`src/rtl/i2s_tx_master.sv`:
```
// -----------------------------------------------------------------------------
// i2s_tx_master
//   Philips I2S master transmitter. Derives bclk/lrclk from sysclk and shifts
//   2's-complement stereo samples MSB-first on dout, one bclk after each lrclk
//   edge. A one-deep holding register decouples the producer from the frame
//   timing; its contents move into the shifters at every frame boundary.
//
// Ports
//   sysclk    in   system clock (only clock)
//   reset     in   synchronous, active-high
//   enable    in   1 = run the interface, 0 = idle with counters cleared
//   in_left   in   left sample  [DATA_WIDTH]
//   in_right  in   right sample [DATA_WIDTH]
//   in_valid  in   sample pair valid
//   in_ready  out  holding register can take a pair this cycle
//   bclk      out  bit clock (registered)
//   lrclk     out  word select, 0 = left slot, 1 = right slot (registered)
//   dout      out  serial data, updated on bclk falling toggles (registered)
//   underrun  out  1-cycle pulse when a frame is loaded with no pair available
// -----------------------------------------------------------------------------
module i2s_tx_master #(
  parameter int DATA_WIDTH = 24,
  parameter int SLOT_WIDTH = 32,
  parameter int CLKDIV     = 21
) (
  input  logic                  sysclk,
  input  logic                  reset,
  input  logic                  enable,
  input  logic [DATA_WIDTH-1:0] in_left,
  input  logic [DATA_WIDTH-1:0] in_right,
  input  logic                  in_valid,
  output logic                  in_ready,
  output logic                  bclk,
  output logic                  lrclk,
  output logic                  dout,
  output logic                  underrun
);

  localparam int DIV_W = (CLKDIV > 1) ? $clog2(CLKDIV) : 1;
  localparam int BIT_W = $clog2(2 * SLOT_WIDTH);

  localparam logic [DIV_W-1:0] DIV_LAST   = DIV_W'(CLKDIV - 1);
  localparam logic [BIT_W-1:0] FRAME_LAST = BIT_W'(2 * SLOT_WIDTH - 1);
  localparam logic [BIT_W-1:0] SLOT_LEN   = BIT_W'(SLOT_WIDTH);
  localparam logic [BIT_W-1:0] DATA_LEN   = BIT_W'(DATA_WIDTH);

  typedef enum logic {
    ST_IDLE,
    ST_RUN
  } state_t;

  state_t                r_state;
  logic [DIV_W-1:0]      r_div;
  logic [BIT_W-1:0]      r_bitcnt;
  logic                  r_bclk;
  logic                  r_lrclk;
  logic                  r_dout;
  logic                  r_underrun;
  logic                  r_hold_full;
  logic [DATA_WIDTH-1:0] r_hold_left;
  logic [DATA_WIDTH-1:0] r_hold_right;
  logic [DATA_WIDTH-1:0] r_sh_left;
  logic [DATA_WIDTH-1:0] r_sh_right;

  logic             w_tick;
  logic             w_fall;
  logic             w_load;
  logic             w_ready;
  logic             w_accept;
  logic [BIT_W-1:0] w_bit_next;
  logic             w_lr_next;
  logic [BIT_W-1:0] w_pos_next;
  logic             w_data_slot;

  // Position the next falling toggle will move to: slot select and the bit
  // position inside the slot. Position 0 is the I2S one-bclk delay slot.
  // NOTE: every always_comb output gets a default first so no path can leave
  // it unassigned and infer a latch.
  always_comb begin
    w_bit_next  = '0;
    w_lr_next   = 1'b0;
    w_pos_next  = '0;
    w_data_slot = 1'b0;
    if (r_bitcnt != FRAME_LAST) begin
      w_bit_next = r_bitcnt + BIT_W'(1);
    end
    w_lr_next   = (w_bit_next >= SLOT_LEN);
    w_pos_next  = w_lr_next ? (w_bit_next - SLOT_LEN) : w_bit_next;
    w_data_slot = (w_pos_next != '0) && (w_pos_next <= DATA_LEN);
  end

  assign w_tick = (r_div == DIV_LAST);
  assign w_fall = (r_state == ST_RUN) && enable && w_tick && r_bclk;

  // Frame load: leaving IDLE, or the falling toggle that wraps bitcnt to 0.
  assign w_load = !reset && enable &&
                  ((r_state == ST_IDLE) || (w_fall && (r_bitcnt == FRAME_LAST)));

  // A full hold can still take a pair in the cycle it is emptied by a load.
  assign w_ready  = !reset && (!r_hold_full || w_load);
  assign w_accept = in_valid && w_ready;

  // NOTE: sequential state uses non-blocking assignments only, so every
  // register samples pre-edge values regardless of statement order.
  always_ff @(posedge sysclk) begin
    if (reset) begin
      r_state      <= ST_IDLE;
      r_div        <= '0;
      r_bitcnt     <= '0;
      r_bclk       <= 1'b0;
      r_lrclk      <= 1'b0;
      r_dout       <= 1'b0;
      r_underrun   <= 1'b0;
      r_hold_full  <= 1'b0;
      r_hold_left  <= '0;
      r_hold_right <= '0;
      r_sh_left    <= '0;
      r_sh_right   <= '0;
    end else begin
      r_underrun <= 1'b0;

      // Holding register: an accept in a load cycle refills what the load takes.
      if (w_accept) begin
        r_hold_left  <= in_left;
        r_hold_right <= in_right;
        r_hold_full  <= 1'b1;
      end else if (w_load) begin
        r_hold_full <= 1'b0;
      end

      // Loads never coincide with a shift: the wrap lands on position 0.
      if (w_load) begin
        if (r_hold_full) begin
          r_sh_left  <= r_hold_left;
          r_sh_right <= r_hold_right;
        end else begin
          r_sh_left  <= '0;
          r_sh_right <= '0;
          r_underrun <= 1'b1;
        end
      end

      case (r_state)
        ST_IDLE: begin
          r_div    <= '0;
          r_bitcnt <= '0;
          r_bclk   <= 1'b0;
          r_lrclk  <= 1'b0;
          r_dout   <= 1'b0;
          if (enable) begin
            r_state <= ST_RUN;
          end
        end

        ST_RUN: begin
          if (!enable) begin
            // Abandon the frame; the held pair survives for the restart.
            r_state  <= ST_IDLE;
            r_div    <= '0;
            r_bitcnt <= '0;
            r_bclk   <= 1'b0;
            r_lrclk  <= 1'b0;
            r_dout   <= 1'b0;
          end else if (w_tick) begin
            r_div  <= '0;
            r_bclk <= ~r_bclk;
            if (r_bclk) begin
              r_bitcnt <= w_bit_next;
              r_lrclk  <= w_lr_next;
              if (!w_data_slot) begin
                r_dout <= 1'b0;
              end else if (w_lr_next) begin
                r_dout     <= r_sh_right[DATA_WIDTH-1];
                r_sh_right <= r_sh_right << 1;
              end else begin
                r_dout    <= r_sh_left[DATA_WIDTH-1];
                r_sh_left <= r_sh_left << 1;
              end
            end
          end else begin
            r_div <= r_div + DIV_W'(1);
          end
        end

        default: r_state <= ST_IDLE;
      endcase
    end
  end

  assign in_ready = w_ready;
  assign bclk     = r_bclk;
  assign lrclk    = r_lrclk;
  assign dout     = r_dout;
  assign underrun = r_underrun;

endmodule
```
`config.mk`:
```
export PLATFORM = sky130hd
export DESIGN_NAME = i2s_tx_master
export DESIGN_NICKNAME = d
export VERILOG_FILES = /design/src/rtl/i2s_tx_master.sv
export SDC_FILE = /design/constraint.sdc
export NUM_CORES = 1
export LEC_CHECK = 0
export CAP_MARGIN = 20
export CORE_AREA = 2 2 97 99
export DETAILED_ROUTE_END_ITERATION = 12
export DIE_AREA = 0 0 99 101
export GPL_TIMING_DRIVEN = 0
export MAX_ROUTING_LAYER = met4
export PLACE_DENSITY = 0.85
export SLEW_MARGIN = 20
export SYNTH_ARGS = -nofsm -noshare
export SYNTH_HDL_FRONTEND = slang
export SYNTH_SLANG_ARGS = --single-unit
```
`constraint.sdc`:
```
create_clock -name sysclk -period 2.5 [get_ports sysclk]
set_input_delay 0.625 -clock sysclk [delete_from_list [all_inputs] [get_ports sysclk]]
set_output_delay 0.625 -clock sysclk [all_outputs]
set_load 0.005 [all_outputs]
```
After elaboration in Yosys (flattened, before gate mapping):

Index checks and enable logic that the tools add are counted.

* register bits: 113
* bits of input ports: 52
* output and inout port bits: 5
* logic and storage cells: 84

* $add $sub $neg: 3
* $lt $le $gt $ge: 2
* eq/ne operators: 5
* muxes and demuxes: 42
* bitwise logic cells: 3
* reduce and logical (&&, ||, !) cells: 17

Operators with widths (number)
* 24-bit two-way mux: 16
* 6-bit two-way mux: 5
* 1-bit two-way mux: 14
* 6-bit case mux with 2 select lines: 1
* 5-bit two-way mux: 2
* 5-bit case mux with 2 select lines: 1
* 1-bit logical AND: 9
* 6-bit by 1-bit adder with 6-bit output, second input constant: 1
* 6-bit == test, second input constant: 1
* 6-bit >= comparator, second input constant: 1
* 6-bit by 5-bit <= comparator with 1-bit output, second input constant: 1
* 3-bit by 2-bit inequality test with 1-bit output, second input constant: 2
* 6-bit inequality test, second input constant: 1
* 1-bit case mux with 2 select lines: 3
* 6-bit nonzero test: 1
* 6-bit subtractor, second input constant: 1
* 5-bit by 1-bit adder with 5-bit output, second input constant: 1
* 5-bit == test, second input constant: 1
* 1-bit inverter: 3
* 1-bit zero test: 2
* 1-bit logical OR: 2
* 2-bit AND reduction: 1
* 2-bit nonzero test: 1
* 2-bit OR reduction: 1

Logic depth before layout (Yosys ltp):

* depth after elaboration: 13
* gate-level depth with buffers: 9
* mapped depth without buffers: 7

Least setup slack after synthesis:

No wires, ideal clock.

* kind: register to output
* from: register r_bitcnt[0]
* to: output port in_ready
* arrival: 1.688 ns
* required time: 1.875 ns
* setup slack: 0.187 ns
* cell stages (with the launch flop): 7
* path buffers: 1
* cell sequence: dfxtp_1 -> ha_1 -> clkbuf_1 -> nand3_1 -> o41a_1 -> a211o_1 -> inv_1

* cells in the longest elaborated chain, start to end: 6

Ends and longest elaborated chain
* start: declaration: line 54 `logic [BIT_W-1:0] r_bitcnt;`
* start signal: assignment: line 168 `r_bitcnt <= w_bit_next;`
* 6-bit == test: line 97 `((r_state == ST_IDLE) || (w_fall && (r_bitcnt == FRAME_LAST)));`
* 1-bit logical AND: line 97
* 1-bit logical OR: line 97
* 1-bit logical AND: line 96 `assign w_load = !reset && enable &&`
* 1-bit logical OR: line 100 `assign w_ready = !reset && (!r_hold_full || w_load);`
* 1-bit logical AND: line 100
* end: declaration: line 32 `output logic in_ready,`

Every way passes these cells.

Final worst setup path:

* from: register r_bitcnt[2]
* to: output port in_ready

Same word-level chain as after synthesis.

==> flow_metrics.tcl <==
set metrics [dict create \
    status "finished with violations" \
    failed_checks "negative setup slack" \
    syn_inst 553 \
    fin_util_pct 71.68 \
    grt_pass1_vias 4345 \
    wl_per_cell_um 17.40 \
    cp.arrival_ns 1.98 \
    holdWs_ns 0.4585 \
    synth-xor-area-share_pct 1.064 \
    fp.dieArea_um2 9999 \
    layout_setup_ws_ns -0.1035 \
    clk_pin_slew_ns 0.05 \
    n_antenna_cell 0 \
    critPathSlowestCell "dfxtp_1" \
    final_cell_mix "dfxtp_1, nand2_1, clkdlybuf4s50_1" \
    max_stage_delay_ns 0.44 \
    skew_ns 0.006136 \
    rows 35 \
    numPortBuffers 56 \
    max_cap_violations 0 \
    grt_max_degree 20 \
    yosysTopAreaCellShare_pct 45.81 \
    htree_levels 4 \
    synth_cell_types 44 \
    antenna_found_initial 0 \
    tightest_slew_ns 0.5181 \
    hpwl_um 8020 \
    drtIter0Drc 298 \
    fin_crit_ns 2.603 \
    synth_seq_cells 113 \
    yosys_warnings 0 \
    first_pass_iters 5 \
    crit_fanout 5 \
    synth_top_family_by_area "compound AO/OA/AOI/OAI gates" \
    io_pins 57 \
    preCtsSetupSlack_ns -0.8529 \
    placed_cell_area_um2 5638 \
    p_total_mw 4.592 \
    fillers 600 \
    yosys.area_share.simple_pct 16.01 \
    cts-buffers-inserted 17 \
    final_common_cell "dfxtp_1" \
    core_area_um2 8977 \
    initial_core_util_pct 55.01 \
    drt_wl_total_um 13210 \
    syn_area_um2 4938 \
    r2r_slack_ns -0.02 \
    relSlewSlack_pct 65.46 \
    layout.nets 691 \
    route.detailed.drc 0 \
    yosysSeqAreaShare_pct 45.81 \
    cp-end-kind "output port" \
    fin_crit_sh_pct 104.1 \
    clockRootBuffer "clkbuf_8" \
    avgViaCountPerCell 6.033 \
    p_leak_nw 2.278 \
    synthesis.area_per_instance_um2 8.930 \
    slew_viol_final 0 \
    cts_tree "yes" \
    cts_sinks 113 \
    drive_gt1_share_pct 17.75 \
    p_per_area_nw_per_um2 713.7 \
    clock_path_buffers 2 \
    postRouteAntennaNets 0 \
    crit_path_start_kind "flip-flop" \
    crit_type "flip-flop to output port" \
    final_area_um2 6435 \
    yosysTopAreaCell "dfxtp_1" \
    timing.final.hold_violations 0 \
    routed-via-count 4579 \
    track_usage_pct 26.79 \
    die_h_um 101 \
    synthAdderAreaFrac_pct 0.7601 \
    grt_pass1_wl_um 20840 \
    synth_compound_area_share_pct 31.06 \
    required_ns 1.88 \
    die_x_um 99 \
    cts-hold-fix-buffers 0 \
    overflow 0 \
    synthTopCellsByArea "dfxtp_1, a211oi_1, a22oi_1, nand2b_1, nand2_1" \
    ir_drop_uv 419.2 \
    setup_violations 10 \
    syn_nets 608 \
    muxShareOfSynthArea_pct 0.4054 \
    hp-class "flip-flop to flip-flop" \
    grt_setup_unrepaired "true" \
    crit_chain "nand2_2 -> o41a_1 -> a211o_1 -> inv_1 -> buf_2" \
    clk-insertion-delay-late_ns 0.52 \
    timing.fmax_mhz 384.1 \
    place_congestion 0.9116 \
    syn_to_final_growth_pct 30.30 \
]
where the power goes:
group,switching (mW),internal (mW)
sequential,0.0486,1.87
clock,0.834,1.56
combinational,0.134,0.147
total,1.02,3.58
what timing repair did:
| item | in CTS | in global routing |
|---|---|---|
| endpoints found under the setup margin | 95 | 85 |
| gates resized for setup | 25 | 30 |
| pin swaps | 4 | 5 |
| setup buffers | 6 | 9 |
layer usage:
| metal | vias up | wire, um | GRT usage [%] |
|---|---|---|---|
| met1 | 2178 | 5586 | 32.47 |
| met3 | 48 | 772 | 6.103 |
| met5 | - | 0 | - |
| li1 | 2163 | - | - |
| met2 | 190 | 6500 | 43.56 |
| met4 | 0 | 348 | 10.43 |
synthesized netlist by cell type, drive strengths merged:
cell	n
ha	3
nor3	2
o22ai	1
xor2	4
o21ai	50
o41ai	1
a2111o	1
a21o	1
dfxtp	113
nand2b	49
nand2	64
a22oi	46
nand3	6
nor2	15
a21oi	34
a211o	2
xnor2	2
and4b	2
nand4b	1
inv	6
mux2i	2
and3	2
o41a	1
a2111oi	2
nor2b	2
o21a	3
o31a	1
or3b	1
clkbuf	36
or4b	1
buf	14
o221ai	1
o211ai	1
and2	2
or3	4
a211oi	49
nand4	4
o21ba	23
or2	1
cell families after synthesis:
family	count (synthesis)
compound gates	217
simple gates	156
flops	113
buf+inv	56
xor+xnor	6
fa+ha+maj	3
mux	2
through the flow:
step / cells / setup TNS (ns)
floorplan: 553 / 0
global placement: 720 / -25.19
detailed placement: 720 / -30.78
CTS: 754 / -0.1295
global route: 759 / -2.764
finish: 759 / -0.2215
sequential cells by signal, summed over array words and instances (netlist names):
register      flops
r_hold_left      24
r_div             5
r_state           1
dout              1
r_hold_right     24
r_sh_right       24
r_hold_full       1
r_sh_left        24
lrclk             1
bclk              1
r_bitcnt          6
underrun          1
layout make-up:
type,instances,area (um^2),share of cell area [%]
buffer,43,209.0,3.247
clock buffer,21,449.2,6.980
clock inverter,10,135.1,2.100
inverter,6,22.52,0.3500
multi-input combinational,384,2540,39.47
sequential,113,2272,35.31
tap,111,138.9,2.158
timing repair buffer,71,668.1,10.38
critical path, delay by kind of cell (launching register included):
kind	cells	cell delay (ns)
AOI/OAI and AO/OA	2	0.69
buffers and inverters	2	0.15
DFF	1	0.44
and+or+nand+nor	1	0.16
worst paths after layout:
check | cells after the start | endpoint | startpoint
worst max register to register | 10 | r_sh_left[4] | r_div[0]
worst min register to register | 2 | r_sh_right[0] | r_sh_right[0]
worst min-delay path | 2 | r_sh_right[0] | r_sh_right[0]
worst max-delay path | 5 | in_ready | r_bitcnt[2]
No activity file was read; power rests on OpenSTA's default activity.
